`src/rtl/pbpix_fifo.sv`:
```
// First-word-fall-through pixel FIFO with optional zero-beat skipping; 1-cycle fill latency, no bypass.
// Backpressure: src_ack drops when full (zero beats still acked when ZSKIP=1); dst_rdy while non-empty.
module pbpix_fifo #(
  parameter int DW    = 8,
  parameter int DEPTH = 4,
  parameter int ZSKIP = 0,
  parameter int AF_TH = DEPTH - 1
) (
  input  logic                       i_clk,
  input  logic                       i_rstn,
  input  logic                       i_clr,
  input  logic                       src_rdy,
  output logic                       src_ack,
  input  logic                       src_zero,
  input  logic [DW-1:0]              src_data,
  output logic                       dst_rdy,
  input  logic                       dst_ack,
  output logic                       dst_zero,
  output logic [DW-1:0]              dst_data,
  output logic [$clog2(DEPTH+1)-1:0] o_cnt,
  output logic                       o_afull,
  output logic [15:0]                o_drop
);

  localparam int AW = $clog2(DEPTH);
  localparam int CW = $clog2(DEPTH+1);

  logic [DW:0]   mem [DEPTH];
  logic [AW-1:0] wr_ptr;
  logic [AW-1:0] rd_ptr;
  logic [CW-1:0] cnt_q;
  logic [15:0]   drop_q;

  logic full;
  logic drop_beat;
  logic push;
  logic pop;

  assign full      = (cnt_q == CW'(DEPTH));
  assign drop_beat = (ZSKIP != 0) && src_zero;
  assign src_ack   = !full || drop_beat;
  // Acceptance uses the pre-pop count, so a full FIFO never passes a beat through.
  assign push      = src_rdy && src_ack && !drop_beat;
  assign dst_rdy   = (cnt_q != '0);
  assign pop       = dst_rdy && dst_ack;

  assign {dst_zero, dst_data} = mem[rd_ptr];
  assign o_cnt   = cnt_q;
  assign o_afull = (cnt_q >= CW'(AF_TH));
  assign o_drop  = drop_q;

  always_ff @(posedge i_clk) begin
    if (!i_rstn || i_clr) begin
      wr_ptr <= '0;
      rd_ptr <= '0;
      cnt_q  <= '0;
      drop_q <= '0;
    end else begin
      if (push) wr_ptr <= wr_ptr + 1'b1;
      if (pop)  rd_ptr <= rd_ptr + 1'b1;
      if (push && !pop)      cnt_q <= cnt_q + 1'b1;
      else if (pop && !push) cnt_q <= cnt_q - 1'b1;
      if (src_rdy && drop_beat && (drop_q != 16'hFFFF)) drop_q <= drop_q + 1'b1;
    end
  end

  always_ff @(posedge i_clk) begin
    if (push) mem[wr_ptr] <= {src_zero, src_data};
  end

endmodule

```
`config.mk`:
```
export PLATFORM = sky130hd
export DESIGN_NAME = pbpix_fifo
export DESIGN_NICKNAME = d
export VERILOG_FILES = /design/src/rtl/pbpix_fifo.sv
export SDC_FILE = /design/constraint.sdc
export NUM_CORES = 1
export LEC_CHECK = 0
export ABC_AREA = 1
export CAP_MARGIN = 30
export CORE_AREA = 2 2 101 64
export CTS_BUF_LIST = sky130_fd_sc_hd__clkbuf_8
export DETAILED_ROUTE_END_ITERATION = 16
export DIE_AREA = 0 0 103 66
export GPL_TIMING_DRIVEN = 0
export PLACE_DENSITY_LB_ADDON = 0.12
export REMOVE_ABC_BUFFERS = 1
export SYNTH_ARGS = -nofsm -noshare
export SYNTH_HDL_FRONTEND = slang
export SYNTH_SLANG_ARGS = --single-unit
```
`constraint.sdc`:
```
create_clock -name i_clk -period 4.2 [get_ports i_clk]
set_clock_uncertainty 0.1 [all_clocks]
set_input_delay 0.84 -clock i_clk [delete_from_list [all_inputs] [get_ports i_clk]]
set_output_delay 0.84 -clock i_clk [all_outputs]
set_load 0.02 [all_outputs]
```
==> results.py <==
metrics = {
    "hold_path": {
        "worstHoldStart": "rd_ptr[0]",
        "min_to": "rd_ptr[0]",
        "hold_depth": 2,
        "hold_class": "register to register",
    },
    "floorplan": {
        "rows": 22,
        "die_h_um": 66,
        "dieArea_um2": 6800,
        "core-area_um2": 5890,
        "start_util_pct": 33.8,
        "die_w_um": 103,
        "io_pins": 45,
    },
    "synth": {
        "synth_ff_type": "edfxtp_1",
        "yosys.area.top_type_share_pct": 54.3,
        "ys_async_sr_fraction_pct": 0,
        "seq_area_frac_synth_pct": 63.3,
        "yosys-top-cells-area": "edfxtp_1 54%, dfxtp_1 9.0%, buf_4 6.4%, nor2_1 5.5%, o21ai_0 4.3%",
        "yosysMostFrequentCell": "edfxtp_1",
        "syn-cell-area_um2": 1990,
        "ys_ff_latch": 45,
        "synth_cell_type_count": 21,
        "synth_edf_count": 36,
        "yosysWarnings": 0,
        "synth_area_per_cell_um2": 11.4,
        "yosys.area.top_type": "edfxtp_1",
        "postSynthCellCount": 175,
        "synth_common_cells": "36 x edfxtp_1, 29 x nor2_1, 17 x buf_4, 17 x o21ai_0, 15 x inv_1",
    },
    "finish": {
        "area_growth_pct": 19.2,
        "layout.cells.non_filler": 292,
        "antenna_cells": 0,
        "layout.nets": 227,
        "drive_gt1_share_pct": 7.69,
    },
    "clock_tree": {
        "path_clk_slew_ns": 0.07,
        "clk_latency_ns": 0.29,
        "cts_tree": "done",
        "cts_htree_levels": 2,
        "cts_resized": 0,
        "cts_made_buffers": 5,
        "clock_path_buffers": 2,
        "cts_root_buffer": "clkbuf_8",
        "cts_setup_buffers": 0,
        "ctsHoldBuffers": 0,
        "numClockSinks": 45,
    },
    "placement": {
        "gp_congestion": 0.684,
        "port_buffers": 28,
        "hpwlAfterDp_um": 2580,
        "dpl_worst_slack_ns": 1.43,
        "dp_cells": 284,
    },
    "worst_setup_path": {
        "crit_arrival_ns": 2.16,
        "cpLargestDelayFamily": "flip-flops",
        "endpoint_kind": "primary output",
        "r2r_cells": 13,
        "critical_path_depth": 4,
        "crit_chain": "inv_4 -> o21ai_0 -> o22ai_1 -> clkdlybuf4s50_1",
        "critical_path_class": "register to primary output",
        "critPathMaxStageDelay_ns": 0.78,
        "cp-start-kind": "register",
        "worst-r2r-setup-slack_ns": 2.22,
        "worstReg2RegEnd": "o_cnt[2]",
        "cp_max_fo": 19,
        "path_buf_inv": 2,
        "cp.required_ns": 3.26,
        "slowest_stage": "dfxtp_1",
        "timing.rr.start": "o_cnt[0]",
    },
    "global_routing": {
        "antenna_found_initial": 0,
        "overflow": 0,
        "grt_pass1_vias": 1173,
        "grtUsageTotal_pct": 11.7,
        "grt_max_degree": 20,
        "grt_first_pass_wirelength_um": 5820,
    },
    "detailed_routing": {
        "wl_per_cell_um": 12.8,
        "drcViolationCount": 0,
        "first_pass_iters": 4,
        "routed_wl_um": 3730,
        "ant_nets": 0,
        "vias_per_cell": 4.32,
        "drt_iter0_drc": 50,
        "vias": 1262,
    },
    "sta": {
        "worstMarginPinSlew_ns": 0.954,
        "fin_ws_ns": 1.10,
        "rsz0062_at_grt": "no",
        "hold_slack_ns": 0.408,
        "max_freq_mhz": 323,
        "setup_viol": 0,
        "finalCritPeriodShare_pct": 73.7,
        "tns_ns": 0,
        "slew-limit-headroom_pct": 36.2,
        "layout_min_cycle_time_ns": 3.10,
        "finalHoldViolations": 0,
        "slew_viol_final": 0,
    },
    "pwr": {
        "p_per_area_nw_per_um2": 383,
        "finalPower_w": 0.000910,
        "cellLeakagePower_nw": 0.880,
        "ir_drop_mv": 0.113,
    },
    "run": {
        "cap_violations": 0,
    },
    "outcome": {
        "status": "complete, no violations",
    },
}
[placed cells by master, fill, tap and decap left out, drive strengths merged]
master / instances
nor2: 30
clkdlybuf4s50: 28
buf: 1
clkinv: 2
fa: 1
inv: 18
o22ai: 9
o21ai: 19
nand3b: 1
edfxtp: 36
ha: 5
conb: 16
a21oi: 5
nand3: 4
nand2: 19
clkbuf: 5
dfxtp: 9
[area by class of cell]
cell class	instances	area (um2)
Fill cell	584	3520
Clock buffer	5	68.8
Multi-Input combinational cell	109	571
Sequential cell	45	1260
Timing Repair Buffer	29	288
Inverter	17	66.3
Tap cell	84	105
Clock inverter	3	13.8
[per-stage QoR]
step	area [um2]	utilization, %
after floorplan	1900	-
after global placement	2280	38.8
after detailed placement	2290	38.9
after CTS	2370	40.3
after global routing	2370	40.3
final	2370	40.3
[kinds of logic after synthesis]
family	share of synthesized area (%)
compound gates	8.86
fa+ha+maj	4.15
buf+inv	10.9
flops	63.3
other cells	0.188
simple gates	12.6
[worst min-delay path, cell delays in order (launching register included)]
cell and delay (ns):
dfxtp_1 0.34, nand2_2 0.08, a21oi_1 0.05
[registers in the layout (all words and copies together) (netlist names), named ones only]
signal  cells
rd_ptr      2
o_cnt       3
wr_ptr      2
mem        36
[worst max path at each step]
stage	startpoint	endpoint	slack [ns]
floorplan	register	dst_data[1]	2.13
global placement	register	dst_data[1]	1.43
detailed placement	register	dst_data[4]	1.43
CTS	register	dst_data[4]	1.09
global route	register	dst_data[4]	0.93
finish	register	dst_data[4]	1.10
[report_power, final]
part	internal (W)	total (W)	switching, W
Clock	0.000113	0.000249	0.000136
Combinational	0.0000599	0.000150	0.0000900
Sequential	0.000499	0.000511	0.0000120
Total	0.000672	0.000910	0.000238
[layer usage]
metal	part of all wire [%]	global-route usage [%]	wire (um)	vias to the layer above
met1	47	14.9	1740	603
li1	-	-	-	624
met4	1.2	4.44	43	0
met5	0	0	0	-
met3	4.7	3.81	174	5
met2	47	18.7	1770	30
(Power assumes the default switching activity.)
==> patch: new RTL, config.mk and constraints unchanged <==
The parameter `DEPTH` goes from 4 to 2.
--- a/src/rtl/pbpix_fifo.sv
+++ b/src/rtl/pbpix_fifo.sv
@@ -2,7 +2,7 @@
 // Backpressure: src_ack drops when full (zero beats still acked when ZSKIP=1); dst_rdy while non-empty.
 module pbpix_fifo #(
   parameter int DW    = 8,
-  parameter int DEPTH = 4,
+  parameter int DEPTH = 2,
   parameter int ZSKIP = 0,
   parameter int AF_TH = DEPTH - 1
 ) (
Interface: changed (resized o_cnt); port bits go from 45 to 44. The function was not compared with the original's and may differ.
==> patch against the original RTL <==
  * Sequential cell count shrank 22
  * Design area shrank 40%
  * Power shrank 45%
  * Synthesized cell count shrank 39%
  * First-iteration DRC count shrank 74%
  * Critical path depth shrank 1
  * Register-to-register slack gained 130 ps
  * Worst setup slack gained 330 ps
  * Area after synthesis shrank 45%
  * Worst hold slack lost 30 ps
  * Routed wire length shrank 47%
  * Largest power group unchanged
==> patch: results (changes against the original RTL) <==
| Metric | Value |
|---|---|
| Final-layout fill cell count | `645 (+10%)` |
| Largest net degree at the start of global routing | `19 (-5.0%)` |
| Total inserted antenna cells | `0 (unchanged)` |
| Largest register FFs | `18 (-50%)` |
| Yosys top cell by area | `edfxtp_1` |
| Synth warn | `0 (unchanged)` |
| Clk slew on worst S/H paths | `80 ps` |
| Hold WC Path Type | `reg2reg` |
| Root Driver | `clkbuf_8` |
| DP HPWL | `1530 um (-41%)` |
| Worst path arrival time | `1830 ps (-330 ps)` |
| CTS buffer count | `3 (-2)` |
| VDD IR max | `0.000133 V (+18%)` |
| Pre-Repair DR Iteration Count | `4 (unchanged)` |
| H-Tree Depth | `1 (-1)` |
| Top cells by area, synth | `edfxtp_1, buf_4, dfxtp_1` |
| Total GRT Usage | `5.94% (-5.8 points)` |
| Post-synth EDFFs | `18 (-50%)` |
| Outcome | `finished, final reports clean` |
| Met3 WL | `153 um (-12%)` |
| Vias in the first global route | `578 (-51%)` |
| Synth cell count leaders | `inv_1, edfxtp_1, nand2_1, buf_4, nor2_1` |
| Sequential share of the synthesized area | `59.0% (-4.3 points)` |
| First-pass GRT wire length | `2880 um (-50%)` |
| Initial antenna violation count | `0 (unchanged)` |
| Async SR Flop Fraction | `0% (unchanged)` |
| Gp weighted congestion | `0.661 (-3.3%)` |
| Top Layer Used | `met4` |
| Met2 WL post-DR | `853 um (-52%)` |
| IO Port Bufs | `27 (-3.6%)` |
| Setup Buffers After CTS | `0 (unchanged)` |
| Buffer depth of the longest clock path | `2 (unchanged)` |
| M1 WL | `959 um (-45%)` |
| Worst-Skew Late Latency | `260 ps (-30 ps)` |
| Psw | `0.000135 W (-43%)` |
| P_leak | `0.581 nW (-34%)` |
| # nets final | `153 (-33%)` |
| CP max FO | `18 (-1)` |
| Post-CTS sizing | `0 (unchanged)` |
| Initial DRC count | `13 (-74%)` |
| Share of cells above drive strength 1 | `5.19% (-2.5 points)` |
| Final wirelength | `1980 um (-47%)` |
| Via count | `707 (-44%)` |
| Top reg by flops | `mem` |
| Netlist cell types | `16 (-24%)` |
| Number of setup violations in the final report | `0 (unchanged)` |
| Slew headroom | `59.3% (+23 points)` |
==> patch: through the flow <==
stage | cells | worst slack [ps] | area, um^2 | total power [W] | hold WS [ps]
after floorplan | 103 | 2170 | 992 | 0.000325 | 365
after global placement | 214 | 1190 | 1370 | 0.000373 | 373
after detailed placement | 215 | 1650 | 1380 | 0.000375 | 371
after CTS | 219 | 1350 | 1420 | 0.000512 | 382
after global routing | 219 | 1240 | 1420 | 0.000534 | 425
final | 219 | 1430 | 1420 | 0.000504 | 378
==> patch: logic make-up (layout without fill, tap and decap cells) <==
logic type               after synthesis  after routing  share of synthesized area, %
other                                  1             16                         0.345
AO/OA/AOI/OAI                         11             11                          5.41
flip-flops                            23             23                          59.0
buffers and inverters                 40             53                          21.1
AND/OR/NAND/NOR                       29             29                          10.7
adder cells (fa/ha/maj)                3              3                          3.46
==> patch: layout make-up <==
cell class	instances	area share [%]
multi-input cells	59	19.2
inverters	21	5.55
clock buffers	3	2.90
repair buffers	28	19.5
clock inverters	1	0.352
flip-flops and latches	23	45.1
well taps	84	7.39
==> patch: worst paths after layout <==
path                            to             startpoint  cells after the start  slack (ps)
max reg2reg    mem[0][7]$_DFFE_PP_  o_cnt[0]$_SDFFE_PP0P_                      4        2350
max                       dst_zero              flip-flop                      3        1430
min          o_cnt[0]$_SDFFE_PP0P_  o_cnt[0]$_SDFFE_PP0P_                      2         380
min reg2reg  o_cnt[0]$_SDFFE_PP0P_  o_cnt[0]$_SDFFE_PP0P_                      2         380
==> patch: worst max-delay path: stages (launching register included) <==
cell and delay (ps):
dfxtp_1 690, nand2_1 80, o21ai_0 130, clkdlybuf4s50_1 650
==> patch: metal layers <==
| layer | track usage [%] | vias up |
|---|---|---|
| met5 | 0 | - |
| met2 | 9.17 | 28 |
| met1 | 7.46 | 322 |
| met4 | 1.97 | 0 |
| met3 | 2.54 | 2 |
| li1 | - | 355 |
==> patch: power groups by stage <==
stage,sequential [W],combinational [W],clock [W]
after floorplan,0.000270,0.0000554,0
after global placement,0.000269,0.000104,0
after detailed placement,0.000269,0.000106,0
after CTS,0.000264,0.000107,0.000142
after global routing,0.000265,0.000115,0.000154
final,0.000263,0.000105,0.000135
